## config.mk

```make
export PLATFORM = sky130hd
export DESIGN_NAME = model_trainer_differentiation_controller
export DESIGN_NICKNAME = d
export VERILOG_FILES = /design/src/rtl/model_trainer_differentiation_controller.sv
export SDC_FILE = /design/constraint.sdc
export NUM_CORES = 1
export LEC_CHECK = 0
export CORE_AREA = 2 2 279 281
export DETAILED_ROUTE_END_ITERATION = 10
export DIE_AREA = 0 0 281 283
export PLACE_DENSITY = 0.66
export SKIP_CTS_REPAIR_TIMING = 1
export SLEW_MARGIN = 5
export SYNTH_ARGS = -nofsm -noshare
export SYNTH_HDL_FRONTEND = slang
export SYNTH_SLANG_ARGS = --single-unit
```

## constraint.sdc

```tcl
create_clock -name clk -period 2.8 [get_ports clk]
set_clock_uncertainty 0.15 [all_clocks]
set_input_delay 0.56 -clock clk [delete_from_list [all_inputs] [get_ports clk]]
set_output_delay 0.56 -clock clk [all_outputs]
set_load 0.01 [all_outputs]
```

## src/rtl/model_trainer_differentiation_controller.sv

```systemverilog
// model_trainer_differentiation_controller: streams samples through shared sub/div units and emits (x[i]-x[i-1])/LENGTH per index.
// Optional MODEL_TRAINER_DIFFERENTIATION_UNIT_SKIP_EN bypasses the divider when the latched period is 1.
module model_trainer_differentiation_controller #(
  parameter int DATA_SIZE    = 64,
  parameter int CONTROL_SIZE = 64
) (
  input  logic                    clk,
  input  logic                    rst_n,
  input  logic                    start,
  output logic                    ready,
  output logic                    error,
  input  logic [CONTROL_SIZE-1:0] size_in,
  input  logic [DATA_SIZE-1:0]    length_in,
  output logic                    data_enable,
  input  logic                    data_in_enable,
  input  logic [DATA_SIZE-1:0]    data_in,
  output logic                    sub_start,
  output logic [DATA_SIZE-1:0]    sub_a,
  output logic [DATA_SIZE-1:0]    sub_b,
  input  logic                    sub_ready,
  input  logic [DATA_SIZE-1:0]    sub_result,
  output logic                    div_start,
  output logic [DATA_SIZE-1:0]    div_a,
  output logic [DATA_SIZE-1:0]    div_b,
  input  logic                    div_ready,
  input  logic [DATA_SIZE-1:0]    div_result,
  output logic                    data_out_enable,
  output logic [DATA_SIZE-1:0]    data_out,
  output logic [CONTROL_SIZE-1:0] index_out
);
  typedef enum logic [2:0] {IDLE, INPUT, SUB, DIV, EMIT, DONE} state_t;
  state_t state, state_nx;
  logic first;
  logic [CONTROL_SIZE-1:0] size_r, idx;
  logic [DATA_SIZE-1:0] len_r, x_r, prev, diff_r;
  logic len_zero, unit_skip, bypass;
  assign len_zero = len_r == '0;
`ifdef MODEL_TRAINER_DIFFERENTIATION_UNIT_SKIP_EN
  assign unit_skip = len_r == DATA_SIZE'(1);
`else
  assign unit_skip = 1'b0;
`endif
  assign bypass = len_zero || unit_skip;
  always_ff @(posedge clk or negedge rst_n)
    if (!rst_n) state <= IDLE;
    else state <= state_nx;
  always_comb begin
    state_nx        = state;
    ready           = state == DONE;
    data_enable     = state == INPUT;
    sub_start       = state == SUB && first;
    div_start       = state == DIV && first;
    data_out_enable = state == EMIT;
    sub_a           = x_r;
    sub_b           = prev;
    div_a           = diff_r;
    div_b           = len_r;
    case (state)
      IDLE:    if (start) state_nx = size_in == '0 ? DONE : INPUT;
      INPUT:   if (data_in_enable) state_nx = SUB;
      SUB:     if (sub_ready) state_nx = bypass ? EMIT : DIV;
      DIV:     if (div_ready) state_nx = EMIT;
      EMIT:    state_nx = idx == size_r - CONTROL_SIZE'(1) ? DONE : INPUT;
      default: state_nx = IDLE;
    endcase
  end
  // first marks the entry cycle of SUB/DIV so each unit sees a single start pulse
  always_ff @(posedge clk or negedge rst_n)
    if (!rst_n) begin
      first     <= 1'b0;
      size_r    <= '0;
      len_r     <= '0;
      idx       <= '0;
      x_r       <= '0;
      prev      <= '0;
      diff_r    <= '0;
      error     <= 1'b0;
      data_out  <= '0;
      index_out <= '0;
    end else begin
      first <= 1'b0;
      case (state)
        IDLE: if (start) begin
          size_r <= size_in;
          len_r  <= length_in;
          idx    <= '0;
          prev   <= '0;
          error  <= length_in == '0;
        end
        INPUT: if (data_in_enable) begin
          x_r   <= data_in;
          first <= 1'b1;
        end
        SUB: if (sub_ready) begin
          prev   <= x_r;
          diff_r <= sub_result;
          first  <= !bypass;
          if (bypass) begin
            data_out  <= len_zero ? '0 : sub_result;
            index_out <= idx;
          end
        end
        DIV: if (div_ready) begin
          data_out  <= div_result;
          index_out <= idx;
        end
        EMIT:    idx <= idx + CONTROL_SIZE'(1);
        default: ;
      endcase
    end
endmodule

```

# --- Word level (Yosys, flattened, before mapping) ---
# Cells that the tools add are included.
totals:
  ramBits: 0
  n_memories: 0
  out_inout_bits: 390
  wordCells: 64
  romBits: 0
  register_bits: 517
  inputBits: 326
  latchBits: 0
classes:
  n_eq_ne: 11
  bitwise_logic: 0
  n_mux: 23
  div_mod_pow: 0
  mul: 0
  shift: 0
  magnitude_cmp: 0
  add_sub_neg: 2
  reduce_logical: 17
op_table:
  columns: ["cell", "count"]
  rows:
  - ["$mux W64", 8]
  - ["$pmux W64 S2", 4]
  - ["$logic_not A64 Y1", 3]
  - ["$add A64 B1 Y64 const B", 1]
  - ["$eq A64 B64 Y1", 1]
  - ["$sub A64 B1 Y64 const B", 1]
  - ["$mux W3", 7]
  - ["$pmux W3 S5", 1]
  - ["$ne A2 B2 Y1 const B", 4]
  - ["$reduce_and A2 Y1", 4]
  - ["$reduce_and A4 Y1", 2]
  - ["$eq A3 B2 Y1 const B", 2]
  - ["$eq A3 B3 Y1 const B", 2]
  - ["$reduce_bool A2 Y1", 3]
  - ["$eq A3 B1 Y1 const B", 1]
  - ["$logic_not A3 Y1", 1]
  - ["$reduce_and A3 Y1", 1]
  - ["$logic_and A1 B1 Y1", 2]
  - ["$mux W1", 2]
  - ["$ne A2 B1 Y1 const B", 1]
  - ["$pmux W1 S2", 1]
  - ["$logic_not A1 Y1", 1]

# --- Depth between registers and ports, before layout ---
# Gate-level depths: netlist of the first run.
logic_depth:
  word_depth: 4
  depth_mapped: 11
  mapped_depth_nobuf: 10

# --- Worst setup path before layout of the first run ---
# OpenSTA, ideal clock, no wires.
synth_path:
  path_kind: "reg-to-reg"
  startpoint: "register size_r[0]"
  endpoint: "register state[2]"
  setup_time_ns: 0.066
  t_arrival_ns: 2.864
  slack_ns: -0.280
  required_time_ns: 2.584
  path_buffers: 1
  period_less_slack_ns: 3.080
  stages_incl_launch_ff: 12
  cell_sequence: "dfrtp_1 -> inv_1 -> ha_1 -> or4b_1 -> nor4_1 -> nand4_1 -> buf_2 -> o31ai_1 -> nand4_1 -> a2111o_1 -> nor4_1 -> a31o_1"
synth_between:
  elab_chain_len: 4
synth_lines:
  columns: ["element", "line_no", "rtl"]
  rows:
  - ["from (decl)", "34", "logic [CONTROL_SIZE-1:0] size_r, idx;"]
  - ["from (signal assigned)", "84", "size_r <= size_in;"]
  - ["$sub A64 B1 Y64", "63", "EMIT: state_nx = idx == size_r - CONTROL_SIZE'(1) ? DONE : INPUT;"]
  - ["$eq A64 B64 Y1", "63", null]
  - ["$mux W3", "63", null]
  - ["$pmux W3 S5", "58", "case (state)"]
  - ["to (signal assigned)", "46", "else state <= state_nx;"]
  - ["to (decl)", "32", "state_t state, state_nx;"]
# No other way between the ends.
# A chain may end at the register's enable or synchronous reset.

# --- Worst setup path in the final report of the first run ---
layout_path:
  startpoint: "register size_r[1]"
  endpoint: "register state[2]"
# Same word-level chain as after synthesis.

==> impl_metrics.tcl, run 1 <==
set metrics [dict create \
    status "finished with violations" \
    violations "negative setup slack" \
    cap_violations 0 \
    setup_violations 1 \
    crit_required_ns 3.21 \
    peakVddDrop_mv 0.623 \
    synthArstFlopShare_pct 100 \
    finalHoldViolCount 0 \
    io_pins 716 \
    layout.nets 3152 \
    critical_path.slowest_cell "or4b_4" \
    power_leakage_nw 15.1 \
    path_class "reg2reg" \
    hp-class "in2reg" \
    die_h_microns 283 \
    syn-num-nets 2229 \
    fin_area_sq_mm 0.0349 \
    clk_latency_ns 0.62 \
    critPathArrivalTime_ns 3.58 \
    holdPathStages 3 \
    path_common_cell "nor4_4" \
    die_w_microns 281 \
    reg2reg_to "state[2]$_DFFE_PN0P_" \
    wl_per_cell_microns 22.5 \
    max_stage_delay_ns 0.50 \
    regToRegSetupSlack_ns -0.37 \
    synth_top_flop_cell "dfrtp_1" \
    critical_path.endpoint_type "register" \
    grt_pass1_vias 20636 \
    worstPathMaxFanout 8 \
    start_util_pct 29.4 \
    grt_usage_pct 21.8 \
    yosys.cell_types.count 63 \
    firstDrtPassIters 5 \
    die_area_sq_mm 0.0795 \
    placed_cells 3804 \
    core_sq_mm 0.0767 \
    relSlewSlack_pct 53.0 \
    num_vias 19566 \
    clockBufferDepth 3 \
    grt_first_pass_wirelength_microns 132000 \
    dp.final_hpwl_microns 68300 \
    antenna_found_initial 10 \
    ys_seq_elements 517 \
    dr.first_iter.drc_count 1220 \
    cts_tree "yes" \
    worst_pin_slew_ns 0.705 \
    synth_edf_count 0 \
    reg2reg_depth 11 \
    cts-root-buf "clkbuf_16" \
    synthCells 1901 \
    period_minus_slack_ns 3.17 \
    synthTopCellsByArea "dfrtp_1 (57%), mux2_2 (13%), a22o_1 (5.0%)" \
    rsz0062_at_grt "true" \
    synth-seq-area-share_pct 57.4 \
    yosysWarnings 0 \
    crit_chain "inv_2 -> ha_4 -> or4b_4 -> nor4_4 -> nand4_1 -> buf_6 -> nor4_4 -> xnor2_1 -> a2111o_1 -> nor4_2 -> a31o_1" \
    holdPathEnd "sub_a[27]$_DFFE_PN0P_" \
    totalWireLength_microns 88000 \
    slew_viol_final 0 \
    final_util_pct 45.5 \
    cts_buffers 56 \
    cts.clk_slew.worst_paths_ns 0.07 \
    syn2layout_area_growth_pct 54.9 \
    cts.sinks 517 \
    grt_max_degree 65 \
    synth_top_cell_by_area "dfrtp_1" \
    overflow 0 \
    yosysTopAreaCellShare_pct 57.4 \
    drc 0 \
    yosysMostFrequentCell "dfrtp_1" \
    num_rows 102 \
    dpl-instance-area_sq_mm 0.0329 \
    viasPerCell 4.99 \
    worstHoldStart "data_in[27]" \
    cp-start-kind "register" \
    fin_ws_ns -0.371 \
    power.density_mw_per_mm2 1060 \
    gp_congestion 0.938 \
    postSynthAreaPerCell_sq_um 11.9 \
    fin_crit_sh_pct 113 \
    yosys-top-cells-count "dfrtp_1 (517), nand2_1 (295), mux2_2 (260)" \
    netlist_area_sq_mm 0.0225 \
    dp_slack_ns -0.405 \
    r2r_start "size_r[1]$_DFFE_PN0P_" \
    io_buffers 715 \
    ant_nets 0 \
    final_cells 3918 \
    max_freq_mhz 315 \
    drive_gt1_share_pct 22.6 \
    p_total_w 0.0369 \
    h-tree-depth 2 \
]
## per-layer routing
| layer | track usage [%] | wire length, microns | vias up |
|---|---|---|---|
| met5 | 0 | 48 | - |
| li1 | - | - | 8756 |
| met1 | 27.2 | 35700 | 9898 |
| met2 | 36.6 | 42800 | 737 |
| met4 | 7.55 | 3270 | 8 |
| met3 | 5.20 | 6170 | 167 |
## how the worst max path moves through the flow
stage,from,to,slack (ns)
after floorplan,size_r[14]$_DFFE_PN0P_,state[2]$_DFFE_PN0P_,-0.16
after global placement,size_r[1]$_DFFE_PN0P_,state[2]$_DFFE_PN0P_,-0.38
after detailed placement,size_r[1]$_DFFE_PN0P_,state[2]$_DFFE_PN0P_,-0.41
after CTS,size_r[1]$_DFFE_PN0P_,state[2]$_DFFE_PN0P_,-0.43
after global routing,size_r[1]$_DFFE_PN0P_,state[2]$_DFFE_PN0P_,-0.48
final,size_r[1]$_DFFE_PN0P_,state[2]$_DFFE_PN0P_,-0.37
## report_power, final
part | switching (W) | total, W | internal (W) | leakage, nW
combinational | 0.00733 | 0.0164 | 0.00906 | 7.62
clock | 0.00319 | 0.00774 | 0.00455 | 0.940
sequential | 0.00231 | 0.0128 | 0.0105 | 6.59
## critical path, delay by kind of cell (launching register included)
family          cells  cell delay, ns
buf+inv             2            0.27
flops               1            0.39
simple gates        5            1.48
compound gates      2            0.58
fa+ha+maj           1            0.13
xor+xnor            1            0.11
## cells in the final DEF, fill, tap and decap left out, types with 6 or more instances in the layout
| master | n |
|---|---|
| a21oi_1 | 9 |
| a22o_1 | 129 |
| and2_1 | 7 |
| and3_1 | 11 |
| and4_1 | 6 |
| buf_12 | 21 |
| buf_4 | 233 |
| clkbuf_1 | 14 |
| clkbuf_16 | 58 |
| clkbuf_8 | 11 |
| clkdlybuf4s50_1 | 709 |
| clkinv_2 | 11 |
| dfrtp_1 | 517 |
| diode_2 | 6 |
| inv_1 | 9 |
| mux2_2 | 260 |
| mux2i_1 | 38 |
| nand2_1 | 292 |
| nand2b_1 | 8 |
| nand3_1 | 43 |
| nand4_1 | 38 |
| nor2_1 | 39 |
| nor2b_1 | 9 |
| nor3_1 | 36 |
| nor4_1 | 64 |
| nor4_2 | 12 |
| o211ai_1 | 13 |
| o21ai_0 | 48 |
| o31ai_1 | 19 |
| or3_1 | 11 |
| or4_1 | 14 |
| xnor2_1 | 57 |
| xor2_1 | 28 |
## flip-flops by register name, summed over array words and instances, names as in the netlist, 3 cells and up
register	flops
state	3
sub_b	64
idx	64
div_b	64
size_r	64
div_a	64
data_out	64
index_out	64
sub_a	64
## layout make-up
type / count / area [sq um]
fillers: 6953 / 41800
flip-flops and latches: 517 / 12900
repair buffers: 971 / 9370
multi-input cells: 1267 / 9330
clock buffers: 83 / 1660
well taps: 1040 / 1300
clock inverters: 23 / 269
inverters: 11 / 41.3
diodes: 6 / 15.0
## through the flow
| stage | TNS [ns] | hold slack [ns] |
|---|---|---|
| 3_3_place_gp | -0.380 | 0.317 |
| 3_5_place_dp | -0.405 | 0.325 |
| 5_1_grt | -0.600 | 0.305 |
| 2_1_floorplan | -0.156 | 0.114 |
| 4_1_cts | -1.62 | -0.195 |
| 6_report | -0.371 | 0.317 |
## kinds of logic after synthesis
group,synth area share [%]
and+or+nand+nor,13.9
DFF,57.4
xor gates and xnor gates,3.30
adders and majority gates,0.111
buffers and inverters,2.02
AOI/OAI and AO/OA,8.58
muxes,14.7
Note: power is estimated with default switching activity, not from simulation.
==> run 2: changes to the inputs <==
TNS_END_PERCENT = 10   (was default)
==> results of run 2 <==
Final layout, timing and power as in run 1 (identical DEF).
==> run 3: changes to the inputs <==
CELL_PAD_IN_SITES_DETAIL_PLACEMENT = 0   (was default)
CELL_PAD_IN_SITES_GLOBAL_PLACEMENT = 2   (was default)
CORE_AREA = default   (was 2 2 279 281)
CORE_MARGIN = 1.5   (was default)
CORE_UTILIZATION = 27   (was default)
DIE_AREA = default   (was 0 0 281 283)
PLACE_DENSITY = 0.87   (was 0.66)
==> impl_metrics.tcl, run 3 (same netlist as run 1, synthesis figures left out) <==
set metrics [dict create \
    multi_input_area_sq_mm 0.00937 \
    die_w_microns 292 \
    cts.clk_slew.worst_paths_ns 0.07 \
    io_pins 716 \
    cts.sinks 517 \
    die_h_microns 292 \
    worst_pin_slew_ns 0.834 \
    cap_violations 0 \
    die_area_sq_mm 0.0852 \
    start_util_pct 27.4 \
    clockBufferDepth 3 \
    rsz0062_at_grt "true" \
    cp-start-kind "register" \
    drive_gt1_share_pct 22.5 \
    dr.first_iter.drc_count 839 \
    grt_usage_pct 19.7 \
    cts-root-buf "clkbuf_16" \
    max_stage_delay_ns 0.54 \
    max_freq_mhz 325 \
    core_sq_mm 0.0824 \
    layout_commonest_cell "clkdlybuf4s50_1" \
    drc 0 \
    viasPerCell 4.83 \
    grt_max_degree 79 \
    power_leakage_nw 15.1 \
    seq_area_sq_mm 0.0129 \
    firstDrtPassIters 5 \
    critical_path.endpoint_type "register" \
    grt_first_pass_wirelength_microns 129000 \
    num_vias 18983 \
    worstPathMaxFanout 6 \
    gp_congestion 0.934 \
    period_minus_slack_ns 3.08 \
    cts_tree "yes" \
    ant_nets 0 \
    fin_ws_ns -0.281 \
    grt_pass1_vias 19911 \
    dp.final_hpwl_microns 66400 \
    crit_required_ns 3.23 \
    finalHoldViolCount 0 \
    slew_viol_final 0 \
    overflow 0 \
    num_rows 105 \
    violations "negative setup slack" \
    fillers 7670 \
    critPathArrivalTime_ns 3.51 \
    totalWireLength_microns 86100 \
    setup_violations 1 \
    peakVddDrop_mv 0.670 \
    critical_path.slowest_cell "or4_4" \
    crit_chain "or4_4 -> buf_4 -> or4_4 -> nor4_4 -> a21oi_1 -> or4b_4 -> nor4_2 -> a31o_1" \
    status "finished with violations" \
    power.density_mw_per_mm2 1060 \
    fin_crit_sh_pct 110 \
    wl_per_cell_microns 21.9 \
    final_cell_mix "clkdlybuf4s50_1 (709), dfrtp_1 (517), nand2_1 (292)" \
    layout.nets 3128 \
    hold_slack_ns 0.297 \
    relSlewSlack_pct 44.4 \
    hp-class "in2reg" \
    cts_buffers 60 \
    path_class "reg2reg" \
    setup_tns_ns -0.281 \
    syn2layout_area_growth_pct 55.1 \
    clk_latency_ns 0.64 \
    path_common_cell "or4_4" \
    antenna_found_initial 8 \
    io_buffers 715 \
    h-tree-depth 2 \
]
[run 3: area by class of cell]
type                            instances  share of cell area (%)
Antenna cell                            5                  0.0358
Clock buffer                           87                    5.16
Clock inverter                         27                   0.895
Inverter                               11                   0.118
Multi-Input combinational cell       1267                    26.8
Sequential cell                       517                    37.0
Tap cell                             1070                    3.83
Timing Repair Buffer                  943                    26.2
[run 3: layer usage]
metal / track usage (%) / share of wire, % / vias to the layer above
li1: - / - / 8700
met1: 24.7 / 41 / 9638
met2: 33.8 / 50 / 516
met5: 0 / 0.048 / -
met3: 4.72 / 6.0 / 123
met4: 5.41 / 2.7 / 6
[run 3: worst max-delay path, delay by kind of cell (launching register included)]
family | cells | cell delay, ns
AO/OA/AOI/OAI | 2 | 0.31
buffers and inverters | 1 | 0.18
flip-flops | 1 | 0.37
AND/OR/NAND/NOR | 5 | 2.01
[run 3: worst paths after layout]
check / cells past startpoint / start / to / slack (ns)
min in group asynchronous: 2 / rst_n / idx[34]$_DFFE_PN0P_ / 0.40
max in group asynchronous: 3 / rst_n / sub_b[9]$_DFFE_PN0P_ / 1.22
min: 3 / data_in[40] / sub_a[40]$_DFFE_PN0P_ / 0.30
max: 8 / size_r[13]$_DFFE_PN0P_ / state[2]$_DFFE_PN0P_ / -0.28
max reg2reg: 8 / size_r[13]$_DFFE_PN0P_ / state[2]$_DFFE_PN0P_ / -0.28
min reg2reg: 2 / error$_DFFE_PN0P_ / error$_DFFE_PN0P_ / 0.34
[run 3: report_power, final]
part / switching (W) / leakage, nW / internal (W)
combinational: 0.00726 / 7.48 / 0.00895
sequential: 0.00216 / 6.59 / 0.0105
clock: 0.00340 / 1.04 / 0.00494
[run 3: through the flow]
stage	total power, W	utilization, %	area, sq um	cells	setup WS (ns)
2_1_floorplan	0.0192	-	22600	1901	-0.156
3_3_place_gp	0.0286	39.7	32700	3807	-0.357
3_5_place_dp	0.0288	39.7	32700	3807	-0.384
4_1_cts	0.0375	42.3	34800	3921	-0.472
5_1_grt	0.0391	42.4	35000	3927	-0.376
6_report	0.0372	42.4	35000	3927	-0.281
